### config.mk
export PLATFORM = sky130hd
export DESIGN_NAME = strike_detector
export DESIGN_NICKNAME = d
export VERILOG_FILES = /design/src/rtl/strike_detector.sv
export SDC_FILE = /design/constraint.sdc
export NUM_CORES = 1
export LEC_CHECK = 0
export CAP_MARGIN = 20
export CORE_ASPECT_RATIO = 1.4
export CORE_MARGIN = 8
export CORE_UTILIZATION = 50
export DETAILED_ROUTE_END_ITERATION = 10
export GPL_TIMING_DRIVEN = 0
export PLACE_DENSITY_LB_ADDON = 0.3
export SETUP_SLACK_MARGIN = 0.1
export SYNTH_ARGS = -nofsm -noshare
export SYNTH_HDL_FRONTEND = slang
export SYNTH_SLANG_ARGS = --single-unit
export TNS_END_PERCENT = 10
### constraint.sdc
create_clock -name audiolrclk -period 5.5 [get_ports audiolrclk]
set_input_delay 0.825 -clock audiolrclk [delete_from_list [all_inputs] [get_ports audiolrclk]]
set_output_delay 0.825 -clock audiolrclk [all_outputs]
set_load 0.005 [all_outputs]
### src/rtl/strike_detector.sv
// strike_detector: strike trigger front end for the string synth voice.
//
// A rectified one-pole envelope follower tracks the pickup signal. A strike
// fires when the envelope reaches thresh_on. The detector re-arms only after a
// refractory period and once the envelope has fallen below thresh_off. On each
// strike it raises pluck for HOLD_LEN samples, latches note_sel into note_out,
// and reports the peak envelope over the attack window on velocity/vel_en.
//
// Optional build macro: STRIKE_DETECTOR_RETRIGGER_EN. When it is defined, a
// strike during the refractory period that is at least twice the last velocity
// retriggers the voice. The voice first sees a one-sample pluck=0 gap.
//
// Ports:
//   audiolrclk  in   sample-rate clock; all logic runs on posedge
//   reset       in   synchronous, active-high
//   sample_in   in   [W-1:0] signed sample, valid every edge
//   thresh_on   in   [W-1:0] unsigned envelope level that fires a strike
//   thresh_off  in   [W-1:0] unsigned envelope level below which it re-arms
//   note_sel    in   [8:0] delay-line length request
//   pluck       out  strike level, high for HOLD_LEN samples
//   note_out    out  [8:0] note_sel latched at onset
//   velocity    out  [W-1:0] peak envelope over the attack window
//   vel_en      out  one-cycle pulse when velocity updates
//   busy        out  high whenever the detector is not idle
module strike_detector #(
  parameter int unsigned W           = 18,
  parameter int unsigned ENV_SHIFT   = 4,
  parameter int unsigned ATTACK_LEN  = 64,
  parameter int unsigned HOLD_LEN    = 512,
  parameter int unsigned REFRACT_LEN = 1024
) (
  input  logic         audiolrclk,
  input  logic         reset,
  input  logic [W-1:0] sample_in,
  input  logic [W-1:0] thresh_on,
  input  logic [W-1:0] thresh_off,
  input  logic [8:0]   note_sel,
  output logic         pluck,
  output logic [8:0]   note_out,
  output logic [W-1:0] velocity,
  output logic         vel_en,
  output logic         busy
);

  localparam int unsigned CNT_MAX = (HOLD_LEN > REFRACT_LEN) ? HOLD_LEN : REFRACT_LEN;
  localparam int unsigned CW      = $clog2(CNT_MAX) + 1;

  localparam logic [CW-1:0] ONE_C     = CW'(1);
  localparam logic [CW-1:0] ATTACK_C  = CW'(ATTACK_LEN);
  localparam logic [CW-1:0] HOLD_C    = CW'(HOLD_LEN);
  localparam logic [CW-1:0] REFRACT_C = CW'(REFRACT_LEN);

  typedef enum logic [2:0] {
    IDLE,
    ATTACK,
    HOLD,
    REFRACT
`ifdef STRIKE_DETECTOR_RETRIGGER_EN
    ,
    REGAP
`endif
  } state_t;

  state_t          state;
  logic [W-1:0]    env;
  logic [W-1:0]    peak;
  logic [CW-1:0]   cnt;

  logic [W-1:0]    mag;
  logic signed [W:0] env_diff;
  logic signed [W:0] env_step;
  logic [W-1:0]    env_next;
  logic [W-1:0]    peak_max;
  logic            rearm;

  // Rectifier. The most negative code has no positive twin, so it clamps.
  always_comb begin
    mag = sample_in;
    if (sample_in[W-1]) begin
      if (sample_in[W-2:0] == '0) mag = {1'b0, {(W-1){1'b1}}};
      else                        mag = -sample_in;
    end
  end

  // One-pole follower. The difference is computed one bit wider, so the
  // arithmetic shift floors toward minus infinity. The sum always lies between
  // env and mag, so it fits back into W bits without wrapping.
  always_comb begin
    env_diff = $signed({1'b0, mag}) - $signed({1'b0, env});
    env_step = env_diff >>> ENV_SHIFT;
    env_next = env + env_step[W-1:0];
  end

  always_comb begin
    peak_max = (env > peak) ? env : peak;
    rearm    = (cnt >= REFRACT_C) && (env < thresh_off);
  end

`ifdef STRIKE_DETECTOR_RETRIGGER_EN
  logic retrig_hit;
  always_comb begin
    retrig_hit = (env >= thresh_on) && ({1'b0, env} >= {velocity, 1'b0});
  end
`endif

  always_ff @(posedge audiolrclk) begin
    if (reset) begin
      state    <= IDLE;
      env      <= '0;
      peak     <= '0;
      cnt      <= '0;
      pluck    <= 1'b0;
      note_out <= '0;
      velocity <= '0;
      vel_en   <= 1'b0;
      busy     <= 1'b0;
    end else begin
      env    <= env_next;
      vel_en <= 1'b0;
      case (state)
        IDLE: begin
          if (env >= thresh_on) begin
            state    <= ATTACK;
            pluck    <= 1'b1;
            busy     <= 1'b1;
            note_out <= note_sel;
            peak     <= env;
            cnt      <= ONE_C;
          end
        end
        ATTACK: begin
          cnt  <= cnt + ONE_C;
          peak <= peak_max;
          if (cnt == ATTACK_C) begin
            velocity <= peak_max;
            vel_en   <= 1'b1;
            state    <= HOLD;
          end
        end
        HOLD: begin
          if (cnt == HOLD_C) begin
            pluck <= 1'b0;
            cnt   <= ONE_C;
            state <= REFRACT;
          end else begin
            cnt <= cnt + ONE_C;
          end
        end
        REFRACT: begin
          if (cnt < REFRACT_C) cnt <= cnt + ONE_C;
`ifdef STRIKE_DETECTOR_RETRIGGER_EN
          if (retrig_hit) begin
            state <= REGAP;
          end else if (rearm) begin
            state <= IDLE;
            busy  <= 1'b0;
            cnt   <= '0;
          end
`else
          if (rearm) begin
            state <= IDLE;
            busy  <= 1'b0;
            cnt   <= '0;
          end
`endif
        end
`ifdef STRIKE_DETECTOR_RETRIGGER_EN
        // pluck stayed low on the detecting edge; the voice now sees a new rising edge.
        REGAP: begin
          state    <= ATTACK;
          pluck    <= 1'b1;
          note_out <= note_sel;
          peak     <= env;
          cnt      <= ONE_C;
        end
`endif
        default: begin
          state <= IDLE;
          pluck <= 1'b0;
          busy  <= 1'b0;
          cnt   <= '0;
        end
      endcase
    end
  end

endmodule

==> results of run 1 <==
==> area by class of cell <==
cell class                 instances  area (sq um)
buffer                            20           103
clock buffer                      13           250
clock inverter                     3          42.5
fill                            1046          4200
inverter                          90           338
multi-input combinational        578          4530
sequential                        79          1580
tap                              150           188
timing repair buffer             116          1080
==> sequential cells by signal, summed over array words and instances (netlist names) <==
signal / count
note_out: 9
velocity: 18
env: 18
busy: 1
pluck: 1
cnt: 11
vel_en: 1
peak: 18
state: 2
==> kinds of logic after synthesis <==
group | count (synthesis) | synth area share, %
xor gates and xnor gates | 35 | 4.87
adders and majority gates | 95 | 19.0
AOI/OAI and AO/OA | 182 | 19.7
muxes | 47 | 7.48
buffers and inverters | 110 | 6.78
DFF | 79 | 25.1
and+or+nand+nor | 219 | 17.0
==> final timing paths <==
path | startpoint | endpoint | cells past startpoint
max | sample_in[5] | env[17] | 25
max reg2reg | env[4] | env[17] | 20
min reg2reg | pluck | pluck | 1
min | pluck | pluck | 1
==> worst max-delay path, delay by kind of cell <==
| family | cells | cell delay (ns) |
|---|---|---|
| buffers and inverters | 3 | 0.33 |
| AND/OR/NAND/NOR | 9 | 1.95 |
| AO/OA/AOI/OAI | 9 | 1.68 |
| XOR/XNOR | 2 | 0.33 |
| adder cells (fa/ha/maj) | 2 | 0.53 |
==> layer usage <==
| metal | vias to the layer above | track usage [%] | part of all wire, % |
|---|---|---|---|
| met2 | 120 | 39.3 | 55 |
| met5 | - | 0 | 0 |
| met4 | 0 | 9.08 | 3.2 |
| met1 | 2754 | 19.0 | 38 |
| li1 | 2973 | - | - |
| met3 | 34 | 3.26 | 3.4 |
==> placed cells by master (no fill, tap or decap), types with 5 or more instances in the layout <==
cell / netlist / routed
clkbuf_1: 15 / 15
nand4_1: 9 / 9
mux2i_1: 47 / 47
nor2_1: 94 / 93
a211oi_1: 26 / 24
buf_4: 1 / 23
dfxtp_1: 79 / 79
o21ai_0: 34 / 31
and3_1: 6 / 6
xnor2_1: 10 / 10
nand2_1: 35 / 32
nor3_1: 11 / 9
ha_1: 94 / 89
a21oi_1: 41 / 39
and2_1: 5 / 5
nor2b_1: 13 / 11
o31ai_1: 10 / 8
nand2b_1: 8 / 7
clkbuf_2: 0 / 7
inv_1: 89 / 86
clkbuf_16: 0 / 9
a21o_1: 24 / 24
nand3_1: 16 / 14
xor2_1: 25 / 24
clkdlybuf4s50_1: 0 / 82
==> repair_timing <==
action	4_1_cts	5_1_grt
cloned	0	0
pin swaps	23	26
endpoints found under the setup margin	10	7
resized for setup	40	39
setup buffers	16	6
==> stage by stage <==
stage | setup TNS, ns | setup slack, ns | hold slack (ns) | cell area (sq um) | util (%)
floorplan | 0 | 0.116 | 0.457 | 6360 | -
global placement | -6.27 | -0.849 | 0.454 | 7490 | 60.9
detailed placement | -7.29 | -0.971 | 0.459 | 7490 | 60.9
CTS | 0 | 0.117 | 0.473 | 8000 | 65.0
global route | -0.251 | -0.136 | 0.505 | 8110 | 65.9
finish | 0 | 0.0481 | 0.468 | 8110 | 65.9
==> power breakdown <==
part	internal, mW	switching (mW)	total, mW
Sequential	0.716	0.197	0.913
Combinational	1.46	1.61	3.08
Clock	0.363	0.226	0.589
Total	2.54	2.04	4.58
==> results.py, run 1 <==
metrics = {
    "outcome": {
        "outcome": "complete, no violations",
    },
    "cells_and_area": {
        "finalNonFillerCells": 1049,
        "syn2layout_area_growth_pct": 28.9,
        "drive_gt1_share_pct": 11.7,
        "num_antenna_cells": 0,
        "fin_nets": 1054,
    },
    "power_and_ir_drop": {
        "power_density_mw_per_mm2": 565,
        "p_leak_nw": 3.67,
        "vdd_drop_max_v": 0.000278,
        "p_total_mw": 4.58,
    },
    "clocking": {
        "cts-hold-fix-buffers": 0,
        "cts_tree": "yes",
        "clock_sinks": 79,
        "clk_pin_slew_worst_paths_ns": 0.06,
        "cts_max_level": 3,
        "cts-root-buf": "clkbuf_16",
        "cts.path.max_buffers": 2,
        "cts_inserted_buffers": 9,
        "clkLatencyLatePin_ns": 0.34,
    },
    "floorplan": {
        "fp-row-count": 48,
        "die_w_um": 111,
        "start_util_pct": 51.1,
        "chipHeight_um": 149,
        "io_pins": 95,
        "dieArea_sq_mm": 0.0165,
        "core-area_sq_mm": 0.0123,
    },
    "grt": {
        "grt_start_max_net_pins": 13,
        "track_usage_pct": 19.7,
        "antenna_found_initial": 0,
        "overflow": 0,
        "grt_first_pass_wirelength_mm": 27.0,
        "grt_pass1_vias": 5816,
    },
    "placement": {
        "dp.cells": 1011,
        "numPortBuffers": 94,
        "gp_congestion": 0.873,
        "dpl.hpwl_mm": 13.1,
    },
    "synth": {
        "synth_edf_count": 0,
        "syn_inst": 767,
        "synthesis.area_sq_mm": 0.00629,
        "avgSynthCellArea_sq_um": 8.20,
        "yosys_warnings": 0,
        "seq_area_frac_synth_pct": 25.1,
        "synth.cells.most_frequent": "ha_1, nor2_1, inv_1, dfxtp_1, mux2i_1",
        "ys_ff_latch": 79,
        "synthTopCellsByArea": "dfxtp_1, ha_1, mux2i_1",
        "synth_nets": 927,
        "synth_top_flop_cell": "dfxtp_1",
        "synth_cell_types": 66,
        "yosysTopAreaCell": "dfxtp_1",
        "async_flop_share_pct": 0,
        "yosysTopAreaCellShare_pct": 25.1,
    },
    "sta": {
        "worst_pin_slew_ns": 0.810,
        "period_share_pct": 99.1,
        "drv_slew": 0,
        "skew_ns": 0.00538,
        "hold_viol": 0,
        "max_freq_ghz": 0.183,
        "max_slew_margin_pct": 45.5,
        "period_needed_ns": 5.45,
        "setup_viol": 0,
        "grt_setup_unrepaired": "yes",
    },
    "worst_setup_path": {
        "crit_path_max_fanout": 4,
        "rrSetupSlack_ns": 1.18,
        "crit_required_ns": 5.70,
        "endpoint_kind": "register",
        "cp-start-kind": "input port",
        "cpPeakStageDelay_ns": 0.56,
        "critical_path.slowest_cell": "or4_4",
        "crit_type": "in -> reg",
        "cp.arrival_ns": 5.65,
    },
    "detailed_routing": {
        "drt_pre_antenna_iters": 4,
        "route.detailed.drc": 0,
        "antenna_left": 0,
        "vias_per_cell": 5.61,
        "drtIter0Drc": 231,
        "routed_wl_mm": 16.9,
        "routedWlPerCell_um": 16.1,
        "num_vias": 5881,
    },
    "worst_hold_path": {
        "min_path_type": "reg -> reg",
    },
    "run": {
        "cap_viol_max_count": 0,
    },
}
Note: power is estimated with default switching activity, not from simulation.
==> run 2: changes to the inputs <==
--- a/config.mk
+++ b/config.mk
@@ -11,7 +11,7 @@
 export CORE_UTILIZATION = 50
 export DETAILED_ROUTE_END_ITERATION = 10
 export GPL_TIMING_DRIVEN = 0
-export PLACE_DENSITY_LB_ADDON = 0.3
+export PLACE_DENSITY_LB_ADDON = 0.08
 export SETUP_SLACK_MARGIN = 0.1
 export SYNTH_ARGS = -nofsm -noshare
 export SYNTH_HDL_FRONTEND = slang
==> run 2 against run 1 <==
Critical path type unchanged. Sequential share of layout area about the same. Routed wire length grew 5.0%. Critical endpoint unchanged. Register-to-register slack gained 0.14 ns. Sequential power about the same. First-iteration DRC count rose by 39%. Final cell count down 0.19%. Critical path depth is the same. Non-clock buffer count is 1 lower. Die area is the same. Utilization rose by 0.061 points. Clock skew rose by 0.00053 ns. Setup slack improved by 0.069 ns.
==> results.py, run 2 (synthesis results as in run 1) <==
metrics = {
    "grt": {
        "grt_pass1_vias": 6163,
        "track_usage_pct": 20.9,
        "overflow": 0,
        "grt_first_pass_wirelength_mm": 28.7,
        "antenna_found_initial": 0,
        "grt_start_max_net_pins": 14,
    },
    "sta": {
        "fin_tns_setup_ns": 0,
        "max_freq_ghz": 0.186,
        "setup_viol": 0,
        "period_share_pct": 97.9,
        "hold_viol": 0,
        "skew_ns": 0.00592,
        "drv_slew": 0,
        "grt_setup_unrepaired": "yes",
        "worst_pin_slew_ns": 0.811,
        "setup_slack_ns": 0.117,
        "max_slew_margin_pct": 45.5,
        "period_needed_ns": 5.38,
        "fin_hold_ws_ns": 0.499,
    },
    "worst_setup_path": {
        "cp-start-kind": "input port",
        "crit_type": "in -> reg",
        "endpoint_kind": "register",
        "crit_required_ns": 5.71,
        "crit_path_max_fanout": 4,
        "cp.arrival_ns": 5.59,
    },
    "clocking": {
        "cts.path.max_buffers": 2,
        "cts_tree": "yes",
        "cts-root-buf": "clkbuf_16",
        "clkLatencyLatePin_ns": 0.34,
        "cts-hold-fix-buffers": 0,
        "clk_pin_slew_worst_paths_ns": 0.06,
        "cts_inserted_buffers": 9,
        "clock_sinks": 79,
        "cts_max_level": 3,
    },
    "floorplan": {
        "io_pins": 95,
        "start_util_pct": 51.1,
        "die_w_um": 111,
        "fp-row-count": 48,
        "dieArea_sq_mm": 0.0165,
        "core-area_sq_mm": 0.0123,
        "chipHeight_um": 149,
    },
    "placement": {
        "numPortBuffers": 94,
        "gp_congestion": 0.881,
        "place_ws_ns": -0.949,
        "place_area_sq_mm": 0.00749,
        "dp.cells": 1011,
        "dpl.hpwl_mm": 14.0,
    },
    "power_and_ir_drop": {
        "vdd_drop_max_v": 0.000339,
        "p_leak_nw": 3.67,
        "power_density_mw_per_mm2": 563,
    },
    "cells_and_area": {
        "mostFrequentLayoutCell": "nor2_1",
        "drive_gt1_share_pct": 11.6,
        "finalNonFillerCells": 1047,
        "layout_common_cells": "nor2_1, ha_1, inv_1, clkdlybuf4s50_1, dfxtp_1",
        "syn2layout_area_growth_pct": 29.0,
        "design_area_sq_mm": 0.00812,
        "fin_nets": 1053,
        "num_antenna_cells": 0,
        "fillers": 1051,
        "reg.largest.list": "env (18), peak (18), velocity (18)",
    },
    "detailed_routing": {
        "drtIter0Drc": 322,
        "vias_per_cell": 5.69,
        "wl_met1_mm": 6.60,
        "highest_layer": "met4",
        "num_vias": 5959,
        "wl_met3_um": 559,
        "drt_pre_antenna_iters": 5,
        "routed_wl_mm": 17.7,
        "route.detailed.drc": 0,
        "routedWlPerCell_um": 16.9,
        "route.met2.wl_mm": 10.0,
        "antenna_left": 0,
    },
    "outcome": {
        "outcome": "complete, no violations",
    },
    "run": {
        "cap_viol_max_count": 0,
    },
    "worst_hold_path": {
        "min_path_type": "reg -> reg",
    },
}
## run 2: changes by cell type in the layout (fill, tap and decap cells not counted), moves of 2 or more
cell / change
clkbuf_2: -3
o21ai_0: -4
clkbuf_1: -2
dlygate4sd2_1: +3
o21ai_1: +6
o21ai_2: -2
## run 2: through the flow
stage / power [mW] / utilization [%]
global placement: 3.64 / 60.9
detailed placement: 3.75 / 60.9
global route: 4.97 / 65.9
CTS: 4.48 / 65.1
finish: 4.57 / 65.9
floorplan: 3.10 / -
## run 2: worst paths after layout
check | startpoint | endpoint | slack, ns | cells after the start
worst min-delay path | velocity[4] | velocity[4] | 0.50 | 2
worst max-delay path | sample_in[9] | env[17] | 0.12 | 25
worst max register to register | env[3] | env[17] | 1.32 | 20
worst min register to register | velocity[4] | velocity[4] | 0.50 | 2
## run 2: routing by layer
| metal | vias to the layer above | GRT usage, % |
|---|---|---|
| met5 | - | 0 |
| met4 | 0 | 9.08 |
| met3 | 30 | 2.94 |
| met2 | 132 | 42.3 |
| met1 | 2825 | 20.3 |
| li1 | 2972 | - |
## run 2: power breakdown
| part | switching [mW] | total, mW | internal, mW |
|---|---|---|---|
| clock network | 0.235 | 0.631 | 0.396 |
| registers | 0.200 | 0.916 | 0.716 |
| logic | 1.60 | 3.02 | 1.42 |
## run 2: cell type report
type / instances / area [sq um] / share of cell area [%]
plain buffers: 20 / 103 / 1.26
clock buffers: 10 / 229 / 2.82
clock inverters: 5 / 83.8 / 1.03
inverters: 90 / 338 / 4.16
multi-input cells: 578 / 4510 / 55.6
flip-flops and latches: 79 / 1580 / 19.5
well taps: 150 / 188 / 2.31
repair buffers: 115 / 1080 / 13.3
## run 2: timing repair
item / 4_1_cts / 5_1_grt
resized for setup: 40 / 43
hold endpoints to repair: 0 / 0
endpoints found under the setup margin: 10 / 7
pin swaps: 18 / 27
setup buffers: 16 / 5
## run 2: worst max-delay path, stage by stage
cell	delay, ns
dlygate4sd2_1	0.29
or4_4	0.47
nor3_4	0.29
nand2_2	0.12
buf_8	0.14
nand2_4	0.06
ha_4	0.21
a211oi_4	0.20
nand3b_1	0.19
o221ai_2	0.29
o21ai_4	0.09
o21ai_2	0.19
nor2_2	0.07
or2_4	0.25
xor2_1	0.15
ha_1	0.31
or2_4	0.27
o31ai_4	0.06
inv_2	0.06
a31o_4	0.23
a31o_4	0.24
o21a_1	0.20
a211oi_2	0.16
xor2_1	0.17
nor2_1	0.06
